`src/rtl/crc4fsk_frame_tx_pkg.sv`:
```
// crc4fsk_pkg: shared types and constants for the CRC-framed 4FSK transmitter
// (and its receiver counterpart).
package crc4fsk_pkg;

    typedef enum logic [2:0] {
        IDLE,
        CRC,
        PRE,
        SEND,
        DONE
    } state_t;

    // Frequency words for the four tones, indexed by Gray position.
    localparam logic [15:0] FSK_FREQ [0:3] = '{16'h1200, 16'h1600, 16'h1A00, 16'h1E00};

    // x^4 + x + 1, top term implicit.
    localparam logic [3:0] CRC4_POLY_DEFAULT = 4'b0011;
    localparam logic [3:0] CRC4_INIT_DEFAULT = 4'h0;

    // Gray symbol to tone index: 00->0, 01->1, 11->2, 10->3.
    function automatic logic [1:0] gray_to_idx(input logic [1:0] s);
        logic [1:0] idx;
        case (s)
            2'b00:   idx = 2'd0;
            2'b01:   idx = 2'd1;
            2'b11:   idx = 2'd2;
            default: idx = 2'd3;
        endcase
        return idx;
    endfunction

endpackage

```
`src/rtl/crc4fsk_frame_tx_crc_serial.sv`:
```
// crc_serial: one-bit-per-cycle MSB-first CRC LFSR, no reflection, no final XOR.
// o_crc_nxt exposes the value the register takes on the next enabled edge.
module crc_serial
    import crc4fsk_pkg::*;
#(
    parameter int unsigned    W    = 4,
    parameter logic [W-1:0]   POLY = CRC4_POLY_DEFAULT,
    parameter logic [W-1:0]   INIT = CRC4_INIT_DEFAULT
) (
    input  logic         i_clk,
    input  logic         i_rst_n,
    input  logic         i_load,
    input  logic         i_en,
    input  logic         i_bit,
    output logic [W-1:0] o_crc,
    output logic [W-1:0] o_crc_nxt
);

    logic [W-1:0] r_crc;
    logic         w_fb;

    // Feedback and next-state of the LFSR.
    always_comb begin
        w_fb      = i_bit ^ r_crc[W-1];
        o_crc_nxt = {r_crc[W-2:0], 1'b0} ^ (w_fb ? POLY : '0);
    end

    // CRC register: load has priority over shift.
    always_ff @(posedge i_clk or negedge i_rst_n) begin
        if (!i_rst_n)
            r_crc <= '0;
        else if (i_load)
            r_crc <= INIT;
        else if (i_en)
            r_crc <= o_crc_nxt;
    end

    assign o_crc = r_crc;

endmodule

```
`src/rtl/crc4fsk_frame_tx.sv`:
```
// crc4fsk_frame_tx: latches a word on `next`, computes its CRC serially, then
// sends {data, crc} as 2-bit Gray-mapped 4FSK symbols of SYM_CYC cycles each.
// Optional preamble (00,11,00,...) before the data: define CRC4FSK_PREAMBLE_EN.
module crc4fsk_frame_tx
    import crc4fsk_pkg::*;
#(
    parameter int unsigned      DATA_W   = 8,
    parameter int unsigned      CRC_W    = 4,
    parameter logic [CRC_W-1:0] CRC_POLY = CRC4_POLY_DEFAULT,
    parameter logic [CRC_W-1:0] CRC_INIT = CRC4_INIT_DEFAULT,
    parameter int unsigned      SYM_CYC  = 3200,
    parameter int unsigned      FREQ_W   = 16,
    parameter int unsigned      PRE_SYM  = 4
) (
    input  logic              sys_clk,
    input  logic              reset,
    input  logic              next,
    input  logic [DATA_W-1:0] inputdata,
    output logic              busy,
    output logic              sym_valid,
    output logic [1:0]        sym,
    output logic [FREQ_W-1:0] freq_word,
    output logic [CRC_W-1:0]  crc_out,
    output logic              frame_done
);

    localparam int unsigned FRAME_W = DATA_W + CRC_W;
    localparam int unsigned N_SYM   = FRAME_W / 2;
    localparam int unsigned CYC_W   = (SYM_CYC > 1) ? $clog2(SYM_CYC) : 1;
    localparam int unsigned BIT_W   = $clog2(DATA_W);
    localparam int unsigned IDX_W   = $clog2(N_SYM + PRE_SYM + 1);
`ifdef CRC4FSK_PREAMBLE_EN
    localparam state_t      POST_CRC = PRE;
`else
    localparam state_t      POST_CRC = SEND;
`endif

    state_t              r_state, w_next_state;
    logic [DATA_W-1:0]   r_data;
    logic [FRAME_W-1:0]  r_shift;
    logic [BIT_W-1:0]    r_bitcnt;
    logic [CYC_W-1:0]    r_cyc;
    logic [IDX_W-1:0]    r_symidx;
    logic [CRC_W-1:0]    w_crc, w_crc_nxt;
    logic [BIT_W-1:0]    w_bit_idx;
    logic                w_accept, w_crc_last, w_sym_end, w_pre_last, w_send_last;

    assign w_accept    = (r_state == IDLE) && next;
    assign w_crc_last  = (r_state == CRC) && (r_bitcnt == BIT_W'(DATA_W - 1));
    assign w_sym_end   = (r_cyc == CYC_W'(SYM_CYC - 1));
    assign w_send_last = (r_state == SEND) && w_sym_end && (r_symidx == IDX_W'(N_SYM - 1));
`ifdef CRC4FSK_PREAMBLE_EN
    assign w_pre_last  = (r_state == PRE) && w_sym_end && (r_symidx == IDX_W'(PRE_SYM - 1));
`else
    assign w_pre_last  = 1'b0;
`endif
    assign w_bit_idx   = BIT_W'(DATA_W - 1) - r_bitcnt;

    crc_serial #(
        .W    (CRC_W),
        .POLY (CRC_POLY),
        .INIT (CRC_INIT)
    ) u_crc (
        .i_clk     (sys_clk),
        .i_rst_n   (reset),
        .i_load    (w_accept),
        .i_en      (r_state == CRC),
        .i_bit     (r_data[w_bit_idx]),
        .o_crc     (w_crc),
        .o_crc_nxt (w_crc_nxt)
    );

    // State register.
    always_ff @(posedge sys_clk or negedge reset) begin
        if (!reset)
            r_state <= IDLE;
        else
            r_state <= w_next_state;
    end

    // Next-state and output decode.
    always_comb begin
        w_next_state = r_state;
        busy         = (r_state != IDLE);
        sym_valid    = 1'b0;
        sym          = 2'b00;
        freq_word    = '0;
        frame_done   = 1'b0;
        case (r_state)
            IDLE: if (next) w_next_state = CRC;
            CRC:  if (w_crc_last) w_next_state = POST_CRC;
`ifdef CRC4FSK_PREAMBLE_EN
            PRE: begin
                sym_valid = 1'b1;
                sym       = r_symidx[0] ? 2'b11 : 2'b00;
                if (w_pre_last) w_next_state = SEND;
            end
`endif
            SEND: begin
                sym_valid = 1'b1;
                sym       = r_shift[FRAME_W-1 -: 2];
                if (w_send_last) w_next_state = DONE;
            end
            DONE: begin
                frame_done   = 1'b1;
                w_next_state = IDLE;
            end
            default: w_next_state = IDLE;
        endcase
        if (sym_valid)
            freq_word = FREQ_W'(FSK_FREQ[gray_to_idx(sym)]);
    end

    // The CRC register holds the frame CRC once CRC ends; it is masked while
    // being recomputed so crc_out reads 0 from acceptance until the first symbol.
    assign crc_out = (r_state == CRC) ? '0 : w_crc;

    // Datapath: data latch, bit counter, symbol timer and frame shift register.
    always_ff @(posedge sys_clk or negedge reset) begin
        if (!reset) begin
            r_data   <= '0;
            r_shift  <= '0;
            r_bitcnt <= '0;
            r_cyc    <= '0;
            r_symidx <= '0;
        end else begin
            if (w_accept) begin
                r_data   <= inputdata;
                r_bitcnt <= '0;
                r_cyc    <= '0;
                r_symidx <= '0;
            end
            if (r_state == CRC) begin
                r_bitcnt <= r_bitcnt + BIT_W'(1);
                if (w_crc_last)
                    r_shift <= {r_data, w_crc_nxt};
            end
            if ((r_state == PRE) || (r_state == SEND)) begin
                r_cyc <= w_sym_end ? '0 : r_cyc + CYC_W'(1);
                if (w_sym_end) begin
                    r_symidx <= w_pre_last ? '0 : r_symidx + IDX_W'(1);
                    if (r_state == SEND)
                        r_shift <= {r_shift[FRAME_W-3:0], 2'b00};
                end
            end
        end
    end

endmodule

```
`config.mk`:
```
export PLATFORM = sky130hd
export DESIGN_NAME = crc4fsk_frame_tx
export DESIGN_NICKNAME = d
export VERILOG_FILES = /design/src/rtl/crc4fsk_frame_tx_pkg.sv /design/src/rtl/crc4fsk_frame_tx_crc_serial.sv /design/src/rtl/crc4fsk_frame_tx.sv
export SDC_FILE = /design/constraint.sdc
export NUM_CORES = 1
export LEC_CHECK = 0
export CELL_PAD_IN_SITES_DETAIL_PLACEMENT = 1
export CELL_PAD_IN_SITES_GLOBAL_PLACEMENT = 2
export CORE_MARGIN = 1
export CORE_UTILIZATION = 35
export CTS_CLUSTER_DIAMETER = 100
export DETAILED_ROUTE_END_ITERATION = 6
export PLACE_DENSITY = 0.79
export SLEW_MARGIN = 20
export SYNTH_ARGS = -nofsm -noshare
export SYNTH_HDL_FRONTEND = slang
export SYNTH_SLANG_ARGS = --single-unit
```
`constraint.sdc`:
```
create_clock -name sys_clk -period 3.2 [get_ports sys_clk]
set_input_delay 0.48 -clock sys_clk [delete_from_list [all_inputs] [get_ports sys_clk]]
set_output_delay 0.48 -clock sys_clk [all_outputs]
set_load 0.03 [all_outputs]
```
==> metrics.md <==
| Metric | Value |
|---|---|
| Status | finished, final reports clean |
| Dpl cells | ~350 |
| Delay-heaviest family, CP | simple AND/OR/NAND/NOR gates |
| # H-tree levels | 2 |
| RSZ-0062 raised after global routing | false |
| DRT antenna net count | 0 |
| Fmax | ~370 MHz |
| Fillers | 775 |
| Reg clk slew, reported paths | around 0.08 ns |
| TritonCTS Buffers | 5 |
| Syn Inst Count | 259 |
| Vias in the first global route | between 1500 and 2000 |
| CTS resizes | 0 |
| Share of post-route cells with drive strength above 1 | 7.17% |
| Via Count | 1807 |
| CTS tree | yes |
| Clk sink count | 46 |
| Part of the power in combinational logic | approximately two fifths |
| Crit path largest cell delay | around 0.62 ns |
| DR WL/cell | 14.7 um |
| Clock insertion delay at the later pin of the skew report | 0.31 ns |
| Peak supply drop | 239 uV |
| Post-DP HPWL | ~3.7 mm |
| Final wirelength | 5.23 mm |
| PD cells | 785 nW/um^2 |
| Unique masters post-synth | 40 |
| Crit path max fanout | 12 |
| Yosys reg bits | 46 |
| Max-slew violations | 0 |
| FF-to-FF path depth | 4 |
| # rows | 29 |
| Bufs and invs on worst path | 1 |
| Slew HR | 56.5% |
| Clock root buffer | clkbuf_8 |
| GRT Max-Usage Layer | met2 |
| CP Class | register to output pin |
| Sequential area share after synthesis | between 40% and 50% |
| Avg Cell Area, Syn | 9.36 um^2 |
| DR DRC count | 0 |
| Setup TNS Final | 0 ns |
| Antenna Cells | 0 |
| Starting density of the core | 37.1% |
| Core Area | around 6500 um^2 |
| Min cycle time layout | about 2.7 ns |
| Warnings, synthesis | 0 |
| CP startpoint kind | register |
| P_leak | 1.29 nW |
| Final setup violation count | 0 |
| Boundary Pins | 36 |
| Most common cell after layout, fill and taps aside | nand2_1 |
| P&R area growth vs syn | 14.7% |
| RR Endpoint | r_shift[4] |
| DRT iter0 DRCs | 121 |
| Post-CTS setup buffer count | 0 |
| # hold bufs at CTS | 0 |
| Final Cycle Share | 83.5% |
| DR vias/cell | 5.08 |
| Critical path depth in cells | 3 |
| Power share of the sequential group | between 40% and 50% |
| Met2 Resource Use GR | 26.3% |
| Pin count of the biggest net entering global routing | 47 |
| R2r startpoint | r_state[0] |
| Final net count | 295 |
| First-pass GRT wire length | ~9.4 mm |
| Mapped cell area | between 2000 and 2500 um^2 |
| Hold Path Class | input pin to async pin |
| Net switching power figure | around 0.00083 W |
| Power Total | ~0.0022 W |
| WP data arrival | around 2.2 ns |
| Chip width | 85.2 um |
| Grt ovf | 0 |
| Die height | around 85 um |
| GRT Overall Usage | between 10% and 20% |
| Critical Path, Cell by Cell | nor3b_2, nor2b_1, clkdlybuf4s50_1 |
| Int Pwr | 0.00135 W |
| DR pass1 iterations | 3 |
| R2R Setup Slk | around 0.97 ns |
| Met1 usage | between 20% and 30% |
| Final Skew | 0.00964 ns |
| Final Util | 42.6% |
| WHS | 0.174 ns |
| CTS Buffer Depth | 2 |
| Antenna violations before repair | 0 |
| Clk pwr share | 20.4% |
| Die area | 7260 um^2 |
| Met3 usage | 4.09% |
| Input/output buffers | 23 |
| Sw frac | 38.1% |
| CP required | ~2.7 ns |
| FFs w/ async S/R, synth | 100% |
| Routability cong. | around 0.73 |
| Most used DFF post-synth | dfrtp_1 |
| Slew @ Worst Pin | around 0.65 ns |
| Worst path slowest cell | nor3b_2 |
| EDFF count, synth | 0 |
| CP endpoint kind | output pin |
| Commonest cells after routing, fill and taps aside | 49 x nand2_1, 46 x dfrtp_1, 26 x nor2_1 |
| Cell Count, Final, Fillers Out | roughly 360 |
| Number of max-cap violations | 0 |
| Final hold viol count | 0 |
[synthesized netlist by cell type (2+ instances only)]
library cell / number / area, um^2
ha_1: 5 / 62.6
and3_1: 2 / 12.5
nand3b_1: 2 / 15.0
inv_1: 6 / 22.5
o41ai_1: 2 / 17.5
o21ai_1: 2 / 10.0
nand2_1: 49 / 184
nor3_1: 2 / 10.0
nor3b_1: 2 / 15.0
clkbuf_1: 6 / 22.5
a21oi_1: 16 / 80.1
nand4b_1: 2 / 17.5
xnor2_1: 2 / 17.5
and2_1: 3 / 18.8
buf_4: 16 / 120
o21ai_0: 20 / 100
a21o_1: 2 / 15.0
xor2_1: 4 / 35.0
mux2i_1: 11 / 110
a31oi_1: 2 / 12.5
nand3_1: 9 / 45.0
nor2b_1: 3 / 18.8
mux4_2: 2 / 45.0
dfrtp_1: 46 / 1150
buf_2: 3 / 15.0
nor2_1: 26 / 97.6
[worst max-delay path by stage]
stage,start,to,slack (ns)
finish,r_state[0],crc_out[1],0.53
global route,r_state[0],crc_out[1],0.36
CTS,r_state[0],crc_out[1],0.51
detailed placement,r_state[0],crc_out[1],0.85
global placement,r_state[0],crc_out[1],0.87
floorplan,r_state[2],sym[1],1.24
[power by group through the flow]
stage | sequential [W] | combinational (W) | clock, W
CTS | 0.000898 | 0.000852 | 0.000462
finish | 0.000897 | 0.000841 | 0.000446
detailed placement | 0.000908 | 0.000849 | 0
global route | 0.000923 | 0.000939 | 0.000482
floorplan | 0.000854 | 0.000627 | 0
global placement | 0.000905 | 0.000833 | 0
[final cells by class]
cell class                 count  area, um^2  share of cell area (%)
tap                           77        96.3                    3.47
sequential                    46        1150                    41.4
clock buffer                   6        82.6                    2.97
multi-input combinational    193        1140                    41.0
inverter                       6        22.5                   0.810
timing repair buffer          27         258                    9.27
clock inverter                 1        30.0                    1.08
[sequential cells by signal, indices dropped and copies added (netlist names)]
register,cells
r_bitcnt,3
r_data,8
r_symidx,4
r_state,3
u_crc.o_crc,4
r_shift,12
r_cyc,12
[per-stage QoR]
| step | worst slack [ns] | instance area (um^2) |
|---|---|---|
| after floorplan | 1.24 | 2460 |
| after global placement | 0.872 | 2670 |
| after detailed placement | 0.854 | 2670 |
| after CTS | 0.513 | 2780 |
| after global routing | 0.360 | 2780 |
| final | 0.530 | 2780 |
[routing by layer]
layer | routed length, um | share of wire (%)
met1 | 2610 | 50
met2 | 2380 | 45
met3 | 135 | 2.6
met4 | 110 | 2.1
met5 | 0 | 0
[logic make-up after synthesis]
group	synth area share, %
AO/OA/AOI/OAI	11.8
XOR/XNOR	2.17
adder cells (fa/ha/maj)	2.58
buffers and inverters	7.43
flip-flops	47.5
multiplexers	6.40
other	0.155
AND/OR/NAND/NOR	21.9
No activity file was read; power rests on OpenSTA's default activity.
